--- config.mk ---
export PLATFORM = sky130hd
export DESIGN_NAME = issue_scoreboard
export DESIGN_NICKNAME = d
export VERILOG_FILES = /design/src/rtl/issue_scoreboard.sv
export SDC_FILE = /design/constraint.sdc
export NUM_CORES = 1
export LEC_CHECK = 0
export BUFFER_PORTS_ARGS = -buffer_cell sky130_fd_sc_hd__clkbuf_2
export CORE_MARGIN = 2
export CORE_UTILIZATION = 40
export CTS_CLUSTER_DIAMETER = 200
export CTS_CLUSTER_SIZE = 40
export DETAILED_ROUTE_END_ITERATION = 8
export PLACE_DENSITY = 0.55
export SLEW_MARGIN = 5
export SYNTH_ARGS = -nofsm -noshare
export SYNTH_HDL_FRONTEND = slang
export SYNTH_SLANG_ARGS = --single-unit
export TNS_END_PERCENT = 10
--- constraint.sdc ---
create_clock -name CLK -period 3.6 [get_ports CLK]
set_input_delay 0.54 -clock CLK [delete_from_list [all_inputs] [get_ports CLK]]
set_output_delay 0.54 -clock CLK [all_outputs]
set_load 0.02 [all_outputs]
--- src/rtl/issue_scoreboard.sv ---
// Issue-stage controller: 31-entry pending-register scoreboard, RAW/WAW hazard stall,
// ALU/MDU dispatch and a two-state MDU sequencer with a watchdog.
module issue_scoreboard #(
    parameter int unsigned CNT_W  = 16,
    parameter int unsigned MD_TMO = 64
) (
    input  logic             CLK,
    input  logic             RSTN,
    input  logic             DEC_VALID,
    output logic             DEC_READY,
    input  logic [4:0]       DEC_RS1,
    input  logic [4:0]       DEC_RS2,
    input  logic [4:0]       DEC_RD,
    input  logic             DEC_IS_MD,
    input  logic             FLUSH,
    output logic             ALU_ISSUE,
    output logic             MD_ISSUE,
    input  logic             MD_DONE,
    input  logic             WB_VALID,
    input  logic [4:0]       WB_RD,
    output logic             MD_BUSY_O,
    output logic             MD_ERR,
    output logic [CNT_W-1:0] STALL_CNT
);

    localparam int unsigned TW = (MD_TMO > 1) ? $clog2(MD_TMO) : 1;
    localparam logic [TW-1:0] TMO_LAST = TW'(MD_TMO - 1);

    typedef enum logic {
        MD_IDLE = 1'b0,
        MD_BUSY = 1'b1
    } md_state_t;

    md_state_t      state;
    logic [31:0]    pend;
    logic [4:0]     md_rd;
    logic [TW-1:0]  tmo;

    logic [31:0]    clr;
    logic [31:0]    eff;
    logic [31:0]    set_oh;
    logic           hazard;
    logic           md_retire;
    logic           stall;

    // MD_DONE only retires md_rd while busy; a stray pulse in MD_IDLE is ignored.
    always_comb begin
        md_retire = MD_DONE && (state == MD_BUSY);
        clr       = '0;
        if (WB_VALID)  clr = clr | (32'd1 << WB_RD);
        if (md_retire) clr = clr | (32'd1 << md_rd);
        eff       = pend & ~clr;
        hazard    = eff[DEC_RS1] | eff[DEC_RS2] | eff[DEC_RD];
        DEC_READY = DEC_VALID && !FLUSH && !hazard && !MD_ERR
                    && !(DEC_IS_MD && (state == MD_BUSY));
        ALU_ISSUE = DEC_READY && !DEC_IS_MD;
        MD_ISSUE  = DEC_READY && DEC_IS_MD;
        set_oh    = '0;
        if (DEC_READY && (DEC_RD != 5'd0)) set_oh = 32'd1 << DEC_RD;
        stall     = DEC_VALID && !DEC_READY && !FLUSH;
    end

    assign MD_BUSY_O = (state == MD_BUSY);

    always_ff @(posedge CLK or negedge RSTN) begin
        if (!RSTN) begin
            state     <= MD_IDLE;
            pend      <= '0;
            md_rd     <= '0;
            tmo       <= '0;
            MD_ERR    <= 1'b0;
            STALL_CNT <= '0;
        end else begin
            // Set is ORed after the clear so a same-cycle reissue to a retiring rd stays pending.
            pend <= ((pend & ~clr) | set_oh) & ~32'd1;

            if (stall && (STALL_CNT != '1))
                STALL_CNT <= STALL_CNT + 1'b1;

            case (state)
                MD_IDLE: begin
                    if (MD_ISSUE) begin
                        state <= MD_BUSY;
                        md_rd <= DEC_RD;
                        tmo   <= '0;
                    end
                end
                MD_BUSY: begin
                    if (MD_DONE) begin
                        state <= MD_IDLE;
                    end else if (tmo == TMO_LAST) begin
                        MD_ERR <= 1'b1;
                    end else begin
                        tmo <= tmo + 1'b1;
                    end
                end
                default: state <= MD_IDLE;
            endcase
        end
    end

endmodule

==> results of run 1 <==
==> path summary, 6_finish.rpt <==
path	cells past startpoint	to	startpoint	slack [ns]
worst max register to register	13	STALL_CNT[1]$_DFFE_PN0P_	md_rd[2]$_DFFE_PN0P_	0.28
min in group CLK	2	tmo[5]$_DFFE_PN0P_	DEC_IS_MD	0.47
worst max-delay path	11	ALU_ISSUE	md_rd[0]$_DFFE_PN0P_	0.08
worst min-delay path	1	tmo[0]$_DFFE_PN0P_	RSTN	0.30
worst min register to register	1	MD_ERR$_DFFE_PN0P_	MD_ERR$_DFFE_PN0P_	0.52
max in group asynchronous	3	MD_ERR$_DFFE_PN0P_	RSTN	2.29
==> metrics by stage <==
step                setup WS, ns  utilization  hold slack, ns
finish                    0.0789        0.540           0.305
global route             -0.0352        0.540           0.355
CTS                      0.00135        0.509           0.325
detailed placement        0.0435        0.479           0.510
global placement          0.0198        0.479           0.503
floorplan                  0.159            -           0.244
==> state kept, by name, indices dropped and copies added (netlist names) <==
name       cells
md_rd          5
MD_BUSY_O      1
pend          31
STALL_CNT     16
MD_ERR         1
tmo            6
==> layout make-up <==
class | instances | area (µm²)
multi-input cells | 358 | 2860
clock buffers | 10 | 138
fillers | 960 | 4730
inverters | 13 | 48.8
well taps | 136 | 170
repair buffers | 114 | 761
flip-flops and latches | 60 | 1510
clock inverters | 6 | 63.8
==> routing by layer <==
metal / vias to the layer above / GRT usage / share of wire
met2: 255 / 0.450 / 0.48
li1: 2041 / - / -
met4: 0 / 0.143 / 0.046
met1: 2242 / 0.346 / 0.40
met5: - / 0 / 0
met3: 69 / 0.0438 / 0.072
==> power breakdown <==
group | total (W) | internal, W | switching [W]
logic | 0.000787 | 0.000331 | 0.000456
clock network | 0.000635 | 0.000337 | 0.000298
registers | 0.000894 | 0.000781 | 0.000113
==> worst register-to-register path, stage by stage (launching register included) <==
cell	delay (ns)
sky130_fd_sc_hd__dfrtp_2	0.46
sky130_fd_sc_hd__clkbuf_2	0.19
sky130_fd_sc_hd__nand3b_1	0.23
sky130_fd_sc_hd__o221ai_1	0.17
sky130_fd_sc_hd__buf_4	0.18
sky130_fd_sc_hd__nand4_1	0.10
sky130_fd_sc_hd__a31oi_2	0.11
sky130_fd_sc_hd__or4_4	0.58
sky130_fd_sc_hd__nor4b_4	0.16
sky130_fd_sc_hd__buf_4	0.17
sky130_fd_sc_hd__buf_4	0.13
sky130_fd_sc_hd__buf_4	0.14
sky130_fd_sc_hd__a31oi_1	0.24
sky130_fd_sc_hd__mux2_2	0.36
==> layout by cell type, fill, tap and decap left out, types with 13 or more instances in the layout <==
cell type	instances
sky130_fd_sc_hd__o22ai_1	14
sky130_fd_sc_hd__nor2_1	32
sky130_fd_sc_hd__nand2_1	33
sky130_fd_sc_hd__o21ai_0	15
sky130_fd_sc_hd__o31ai_1	31
sky130_fd_sc_hd__clkbuf_2	45
sky130_fd_sc_hd__a21oi_1	14
sky130_fd_sc_hd__dfrtp_1	56
sky130_fd_sc_hd__buf_4	65
sky130_fd_sc_hd__nand2b_1	13
==> cell families after synthesis <==
group	Yosys count
simple gates	176
flops	60
xor+xnor	5
fa+ha+maj	2
compound gates	157
buf+inv	43
mux	18
==> what timing repair did <==
| action | 4_1_cts | 5_1_grt |
|---|---|---|
| resized for setup | 22 | 44 |
| pin swaps | 1 | 16 |
| buffers inserted | 1 | 11 |
| setup endpoints to repair | 3 | 3 |
==> flow_summary.ini, run 1 <==
[grt]
grt_pass1_wl_um = 23900
track_usage = 0.274
globalRouteOverflowTotal = 0
antenna_found_initial = 0
grt_start_max_net_pins = 36
grt_pass1_vias = 4417

[yosys]
yosys.area.top_type = sky130_fd_sc_hd__dfrtp_1
ys_dominant_reg_cell = sky130_fd_sc_hd__dfrtp_1
synth_cell_type_count = 71
post_synth_main_area_contributors = sky130_fd_sc_hd__dfrtp_1 36%, sky130_fd_sc_hd__o221ai_1 5.8%, sky130_fd_sc_hd__o31ai_1 5.5%
number_of_register_bits_inferred_by_synthesis = 60
synth_top_area_share = 0.356
syn-cell-area_um2 = 4220
synth_fp_nets = 490
synth-edff-count = 0
yosysWarningCount = 0
synth.avg_cell_area_um2 = 9.16
synth.area.mux_share = 0.0510
synth_adder_area_share = 0.00593
synth.most_common_cell = sky130_fd_sc_hd__dfrtp_1
synthXorXnorAreaFrac = 0.0104
async_reset_ff_frac = 1.00
synth-simple-area-share = 0.246
synth_top_family_by_area = compound AO/OA/AOI/OAI gates
synthesis.instances = 461
ys_top_cells_by_count = 60 x sky130_fd_sc_hd__dfrtp_1, 34 x sky130_fd_sc_hd__nor2_1, 33 x sky130_fd_sc_hd__nand2_1
synth_compound_gate_area_share = 0.288
yosysSeqAreaShare = 0.356

[worst_setup_path]
worstSetupStartpointType = register
crit_path_max_incr_delay_ns = 0.44
worst-setup-path-type = reg2out
cp_max_fo = 4
crit_slowest_cell = sky130_fd_sc_hd__dfrtp_2
crit_path_cell_trace = buf_2 > or3b_4 > o221ai_4 > o221ai_2 > o21bai_1 > or4_4 > nor4b_4 > buf_4 > nand3_4 > nor2_2 > buf_4
critPathBufInv = 3
critical_path.most_common_cell = sky130_fd_sc_hd__buf_4
cp.required_ns = 3.06
critical_path.top_delay_family = simple AND/OR/NAND/NOR gates
worst_setup_end_kind = output port
crit_arrival_ns = 2.98

[placement]
gp_congestion = 0.986
io_buffer_count = 47
place.detailed.instances = 669
placed_area_um2 = 4920
dp_hpwl_um = 11200

[routing]
first_iter_violations = 454
route.antenna.remaining_nets = 0
route.detailed.drc = 0
wl_per_cell_um = 22.5
detailroute.via_count = 4607
post_drt_via_cell_ratio = 6.61
postRouteWirelength_um = 15700
drt_pre_antenna_iters = 5

[floorplan]
die_h_um = 107
floorplan.die_area_um2 = 11400
ioPinCount = 48
die_w_um = 107
core_um2 = 10300
effective_utilization_at_floorplan = 0.411
placement_rows = 37

[clock_network]
tritoncts.num_buffers = 9
cts-root-buf = sky130_fd_sc_hd__clkbuf_8
clock_tree.buffer_depth = 2
cts_max_level = 3
clk-insertion-delay-late_ns = 0.35
clock-sinks = 60
clock_tree_from_tritoncts = done
cts.reportedPaths.clkPinSlew_ns = 0.08
cts.hold.buffers_added = 0

[power]
static-leakage-power_nw = 2.22
irDropWorstVdd_v = 0.000186
total_power_consumption_w = 0.00232
power_density_nw_per_um2 = 417

[sta]
final_min_period_over_clock_period = 0.978
finalClockSkew_ns = 0.0128
fin_setup_tns_ns = 0
report.final.hold_viol_count = 0
setup_viol_count_final = 0
worst_slew_margin_rel = 0.324
fmax_ghz = 0.284
tightestPinTransition_ns = 1.01
final.min_clock_period_ns = 3.52
slew_viol_final = 0

[finish]
post_route_cells_drive_above_1_share = 0.353
stdcell_area_um2 = 5550
n_antenna_cell = 0
layout.nets = 585
syn2layout_area_growth_pct = 31.4
fin_cells = 697

[hold_path]
holdCritPathClass = in2async

[run]
cap_viol_max_count = 0

[status]
run_status = finished, final reports clean
No activity file was read; power rests on OpenSTA's default activity.
==> run 2, diff against run 1 <==
==> constraint.sdc (replaced) <==
create_clock -name CLK -period 4.2 [get_ports CLK]
set_input_delay 0.63 -clock CLK [delete_from_list [all_inputs] [get_ports CLK]]
set_output_delay 0.63 -clock CLK [all_outputs]
set_load 0.02 [all_outputs]
==> flow_summary.ini, run 2 (synthesis results as in run 1) <==
[floorplan]
core_um2 = 10300
die_w_um = 107
ioPinCount = 48
die_h_um = 107
placement_rows = 37
effective_utilization_at_floorplan = 0.411
floorplan.die_area_um2 = 11400

[worst_setup_path]
crit_arrival_ns = 3.36
worst-setup-path-type = reg2out
cp_max_fo = 9
cp.required_ns = 3.57
worst_setup_end_kind = output port
worstSetupStartpointType = register

[hold_path]
holdCritPathClass = in2async

[run]
cap_viol_max_count = 0

[clock_network]
clock-sinks = 60
tritoncts.num_buffers = 9
clock_tree.buffer_depth = 2
cts.hold.buffers_added = 0
cts_setup_buffers = 0
cts_max_level = 3
clock_tree_from_tritoncts = done
cts.reportedPaths.clkPinSlew_ns = 0.08
clk-insertion-delay-late_ns = 0.35
cts-root-buf = sky130_fd_sc_hd__clkbuf_8
cts.repair.resized = 0

[grt]
antenna_found_initial = 0
grt_start_max_net_pins = 32
grt_pass1_wl_um = 23300
grt_pass1_vias = 4195
track_usage = 0.267
globalRouteOverflowTotal = 0

[sta]
worst_slew_margin_rel = 0.297
fin_setup_tns_ns = 0
slew_viol_final = 0
final_min_period_over_clock_period = 0.950
setup_viol_count_final = 0
fmax_ghz = 0.251
report.final.hold_viol_count = 0
postLayoutSetupSlackWorst_ns = 0.210
final.min_clock_period_ns = 3.99
tightestPinTransition_ns = 1.05
finalClockSkew_ns = 0.00788

[power]
power_density_nw_per_um2 = 392
power.switching_w = 0.000676
irDropWorstVdd_v = 0.000148
power_report.internal_total_w = 0.00123
sequentialPowerShare = 0.401
static-leakage-power_nw = 1.96
power.share.combinational = 0.272
p_clk_frac = 0.327
switching_share = 0.354

[placement]
gp_congestion = 0.900
preCtsSetupSlack_ns = 0.361
dp_hpwl_um = 10400
io_buffer_count = 47

[finish]
regMostFlops = pend
reg.largest.list = pend (31), STALL_CNT (16), tmo (6)
final_cell_mix = 60 x sky130_fd_sc_hd__dfrtp_1, 47 x sky130_fd_sc_hd__clkbuf_2, 34 x sky130_fd_sc_hd__nor2_1, 33 x sky130_fd_sc_hd__nand2_1, 31 x sky130_fd_sc_hd__o31ai_1
post_route_cells_drive_above_1_share = 0.215
n_antenna_cell = 0
syn2layout_area_growth_pct = 15.4
largest_register_ff_count = 31
filler_cell_count = 1027
layout.nets = 536
multi_input_area_um2 = 2550
seq_area_um2 = 1500
final_common_cell = sky130_fd_sc_hd__dfrtp_1

[routing]
first_iter_violations = 451
route.antenna.remaining_nets = 0
post_drt_via_cell_ratio = 6.65
route.detailed.drc = 0
drt_pre_antenna_iters = 6
detailroute.via_count = 4308
postRouteWirelength_um = 14700
wl_per_cell_um = 22.7

[status]
run_status = finished, final reports clean
## run 2: critical path, stage by stage, from the launching register on
cell,delay (ns)
sky130_fd_sc_hd__dfrtp_1,0.53
sky130_fd_sc_hd__or3b_1,0.48
sky130_fd_sc_hd__o221ai_2,0.35
sky130_fd_sc_hd__inv_1,0.09
sky130_fd_sc_hd__mux4_2,0.48
sky130_fd_sc_hd__o21ai_0,0.29
sky130_fd_sc_hd__and4_1,0.35
sky130_fd_sc_hd__nand3_2,0.14
sky130_fd_sc_hd__nor2_1,0.12
sky130_fd_sc_hd__clkbuf_2,0.17
## run 2: routing by layer
| layer | GRT usage | share of wire |
|---|---|---|
| met4 | 0.125 | 0.042 |
| met2 | 0.435 | 0.48 |
| met5 | 0 | 0 |
| met1 | 0.342 | 0.41 |
| met3 | 0.0486 | 0.066 |
## run 2: path summary, 6_finish.rpt
| kind | from | endpoint | slack (ns) | depth (start not counted) |
|---|---|---|---|---|
| worst max register to register | md_rd[2]$_DFFE_PN0P_ | STALL_CNT[1]$_DFFE_PN0P_ | 0.79 | 9 |
| worst min register to register | STALL_CNT[4]$_DFFE_PN0P_ | STALL_CNT[4]$_DFFE_PN0P_ | 0.52 | 1 |
| worst min-delay path | RSTN | tmo[1]$_DFFE_PN0P_ | 0.34 | 1 |
| min in group CLK | STALL_CNT[4]$_DFFE_PN0P_ | STALL_CNT[4]$_DFFE_PN0P_ | 0.52 | 1 |
| worst max-delay path | md_rd[2]$_DFFE_PN0P_ | ALU_ISSUE | 0.21 | 9 |
| max in group asynchronous | RSTN | pend[6]$_DFF_PN0_ | 2.94 | 2 |
## run 2: power by group through the flow
| stage | clock (W) | combinational (W) | sequential (W) |
|---|---|---|---|
| CTS | 0.000638 | 0.000513 | 0.000763 |
| global route | 0.000673 | 0.000566 | 0.000781 |
| floorplan | 0 | 0.000302 | 0.000779 |
| global placement | 0 | 0.000508 | 0.000769 |
| finish | 0.000625 | 0.000519 | 0.000765 |
| detailed placement | 0 | 0.000510 | 0.000773 |
## run 2: stage by stage
| stage | hold WS [ns] | instance area [µm²] | std cells | utilization | power [W] |
|---|---|---|---|---|---|
| after floorplan | 0.334 | 4220 | 461 | - | 0.00108 |
| after global placement | 0.507 | 4630 | 632 | 0.451 | 0.00128 |
| after detailed placement | 0.504 | 4630 | 632 | 0.451 | 0.00128 |
| after CTS | 0.368 | 4860 | 648 | 0.473 | 0.00191 |
| after global routing | 0.394 | 4870 | 648 | 0.474 | 0.00202 |
| final | 0.336 | 4870 | 648 | 0.474 | 0.00191 |
## run 2: area by class of cell
type,instances,area share
multi-input cells,358,0.524
inverters,13,0.0100
flip-flops and latches,60,0.308
clock inverters,3,0.0141
clock buffers,13,0.0326
repair buffers,65,0.0760
well taps,136,0.0349
==> run 3, diff against run 2 <==
--- a/config.mk
+++ b/config.mk
@@ -12,6 +12,7 @@
 export CTS_CLUSTER_SIZE = 40
 export DETAILED_ROUTE_END_ITERATION = 8
 export PLACE_DENSITY = 0.55
+export RECOVER_POWER = 25
 export SLEW_MARGIN = 5
 export SYNTH_ARGS = -nofsm -noshare
 export SYNTH_HDL_FRONTEND = slang
==> flow_summary.ini, run 3 (synthesis results as in run 1) <==
[power]
total_power_consumption_w = 0.00191
power_density_nw_per_um2 = 392
irDropWorstVdd_v = 0.000148
static-leakage-power_nw = 1.96

[floorplan]
core_um2 = 10300
effective_utilization_at_floorplan = 0.411
ioPinCount = 48
floorplan.die_area_um2 = 11400
placement_rows = 37
die_w_um = 107
die_h_um = 107

[finish]
reg.largest.list = pend (31), STALL_CNT (16), tmo (6)
syn2layout_area_growth_pct = 15.3
layout.nets = 536
post_route_cells_drive_above_1_share = 0.211
largest_register_ff_count = 31
fin_cells = 648
regMostFlops = pend
final_cell_mix = 60 x sky130_fd_sc_hd__dfrtp_1, 46 x sky130_fd_sc_hd__clkbuf_2, 34 x sky130_fd_sc_hd__nor2_1, 33 x sky130_fd_sc_hd__nand2_1, 31 x sky130_fd_sc_hd__o31ai_1
filler_cell_count = 1025
n_antenna_cell = 0
final_common_cell = sky130_fd_sc_hd__dfrtp_1

[placement]
gp_congestion = 0.900
preCtsSetupSlack_ns = 0.361
place.detailed.instances = 632
dp_hpwl_um = 10400
io_buffer_count = 47

[worst_setup_path]
worst_setup_end_kind = output port
timing.reg2reg.setup_slack_ns = 0.79
crit_arrival_ns = 3.36
cp_max_fo = 9
worstSetupStartpointType = register
reg2reg_depth = 9
worst-setup-path-type = reg2out
reg2reg_to = STALL_CNT[1]$_DFFE_PN0P_
reg2reg_from = md_rd[2]$_DFFE_PN0P_
cp.required_ns = 3.57

[status]
violations = max-capacitance violations, max-slew violations
run_status = finished, violations left

[clock_network]
cts_setup_buffers = 0
clock-sinks = 60
clock_tree.buffer_depth = 2
cts_max_level = 3
cts.hold.buffers_added = 0
tritoncts.num_buffers = 9
cts.repair.resized = 0
cts.reportedPaths.clkPinSlew_ns = 0.08
cts-root-buf = sky130_fd_sc_hd__clkbuf_8
clock_tree_from_tritoncts = done
clk-insertion-delay-late_ns = 0.35

[sta]
report.final.hold_viol_count = 0
slew_viol_final = 63
final.min_clock_period_ns = 3.99
setup_viol_count_final = 0
postLayoutSetupSlackWorst_ns = 0.210
final_min_period_over_clock_period = 0.950
fmax_ghz = 0.251
tightestPinTransition_ns = 1.77
finalClockSkew_ns = 0.00892
worst_slew_margin_rel = -0.182
timing.hold.ws_ns = 0.516

[routing]
wl_per_cell_um = 22.7
drt_pre_antenna_iters = 9
detailroute.via_count = 4328
first_iter_violations = 449
post_drt_via_cell_ratio = 6.68
postRouteWirelength_um = 14700
route.antenna.remaining_nets = 0
route.detailed.drc = 0

[grt]
grt_pass1_wl_um = 23300
grt_pass1_vias = 4195
antenna_found_initial = 0
track_usage = 0.267
globalRouteOverflowTotal = 0
grt_start_max_net_pins = 32

[run]
cap_viol_max_count = 2

[hold_path]
min_delay_path_depth = 1
holdCritPathClass = reg2reg
hp-start = STALL_CNT[4]$_DFFE_PN0P_
timing.hold.worst_endpoint = STALL_CNT[4]$_DFFE_PN0P_
run 3: critical path: stages, from the launching register on:
cell	delay, ns
sky130_fd_sc_hd__dfrtp_1	0.53
sky130_fd_sc_hd__or3b_1	0.48
sky130_fd_sc_hd__o221ai_2	0.35
sky130_fd_sc_hd__inv_1	0.09
sky130_fd_sc_hd__mux4_2	0.48
sky130_fd_sc_hd__o21ai_0	0.29
sky130_fd_sc_hd__and4_1	0.35
sky130_fd_sc_hd__nand3_2	0.14
sky130_fd_sc_hd__nor2_1	0.12
sky130_fd_sc_hd__clkbuf_2	0.17
run 3: area by class of cell:
class / count / area, µm² / share of cell area
timing repair buffer: 65 / 365 / 0.0751
clock inverter: 3 / 68.8 / 0.0141
tap: 136 / 170 / 0.0350
inverter: 13 / 48.8 / 0.0100
multi-input combinational: 358 / 2550 / 0.525
clock buffer: 13 / 159 / 0.0327
sequential: 60 / 1500 / 0.309
run 3: how the worst max path moves through the flow:
| stage | start | to | cells after the start | slack, ns |
|---|---|---|---|---|
| 6_report | md_rd[2]$_DFFE_PN0P_ | ALU_ISSUE | 9 | 0.21 |
| 5_1_grt | MD_BUSY_O$_DFF_PN0_ | ALU_ISSUE | 9 | -0.03 |
| 4_1_cts | MD_BUSY_O$_DFF_PN0_ | ALU_ISSUE | 9 | 0.16 |
| 3_5_place_dp | MD_DONE | ALU_ISSUE | 10 | 0.36 |
| 3_3_place_gp | MD_DONE | ALU_ISSUE | 10 | 0.38 |
| 2_1_floorplan | MD_DONE | ALU_ISSUE | 10 | 0.58 |
run 3: layer usage:
metal / up-vias / routed length (µm) / part of all wire / GRT usage
met4: 0 / 631 / 0.043 / 0.125
met5: - / 0 / 0 / 0
met3: 55 / 1050 / 0.072 / 0.0486
met1: 2097 / 5980 / 0.41 / 0.342
met2: 236 / 7020 / 0.48 / 0.435
li1: 1940 / - / - / -
run 3: where the power goes:
part           switching (W)  internal [W]
clock network       0.000254      0.000369
registers          0.0000975      0.000667
logic               0.000323      0.000196
total               0.000674       0.00123
run 3: per-stage QoR:
| stage | setup TNS [ns] | cell area, µm² | util |
|---|---|---|---|
| floorplan | 0 | 4220 | - |
| global placement | 0 | 4630 | 0.451 |
| detailed placement | 0 | 4630 | 0.451 |
| CTS | 0 | 4860 | 0.473 |
| global route | -0.0487 | 4870 | 0.473 |
| finish | 0 | 4870 | 0.473 |
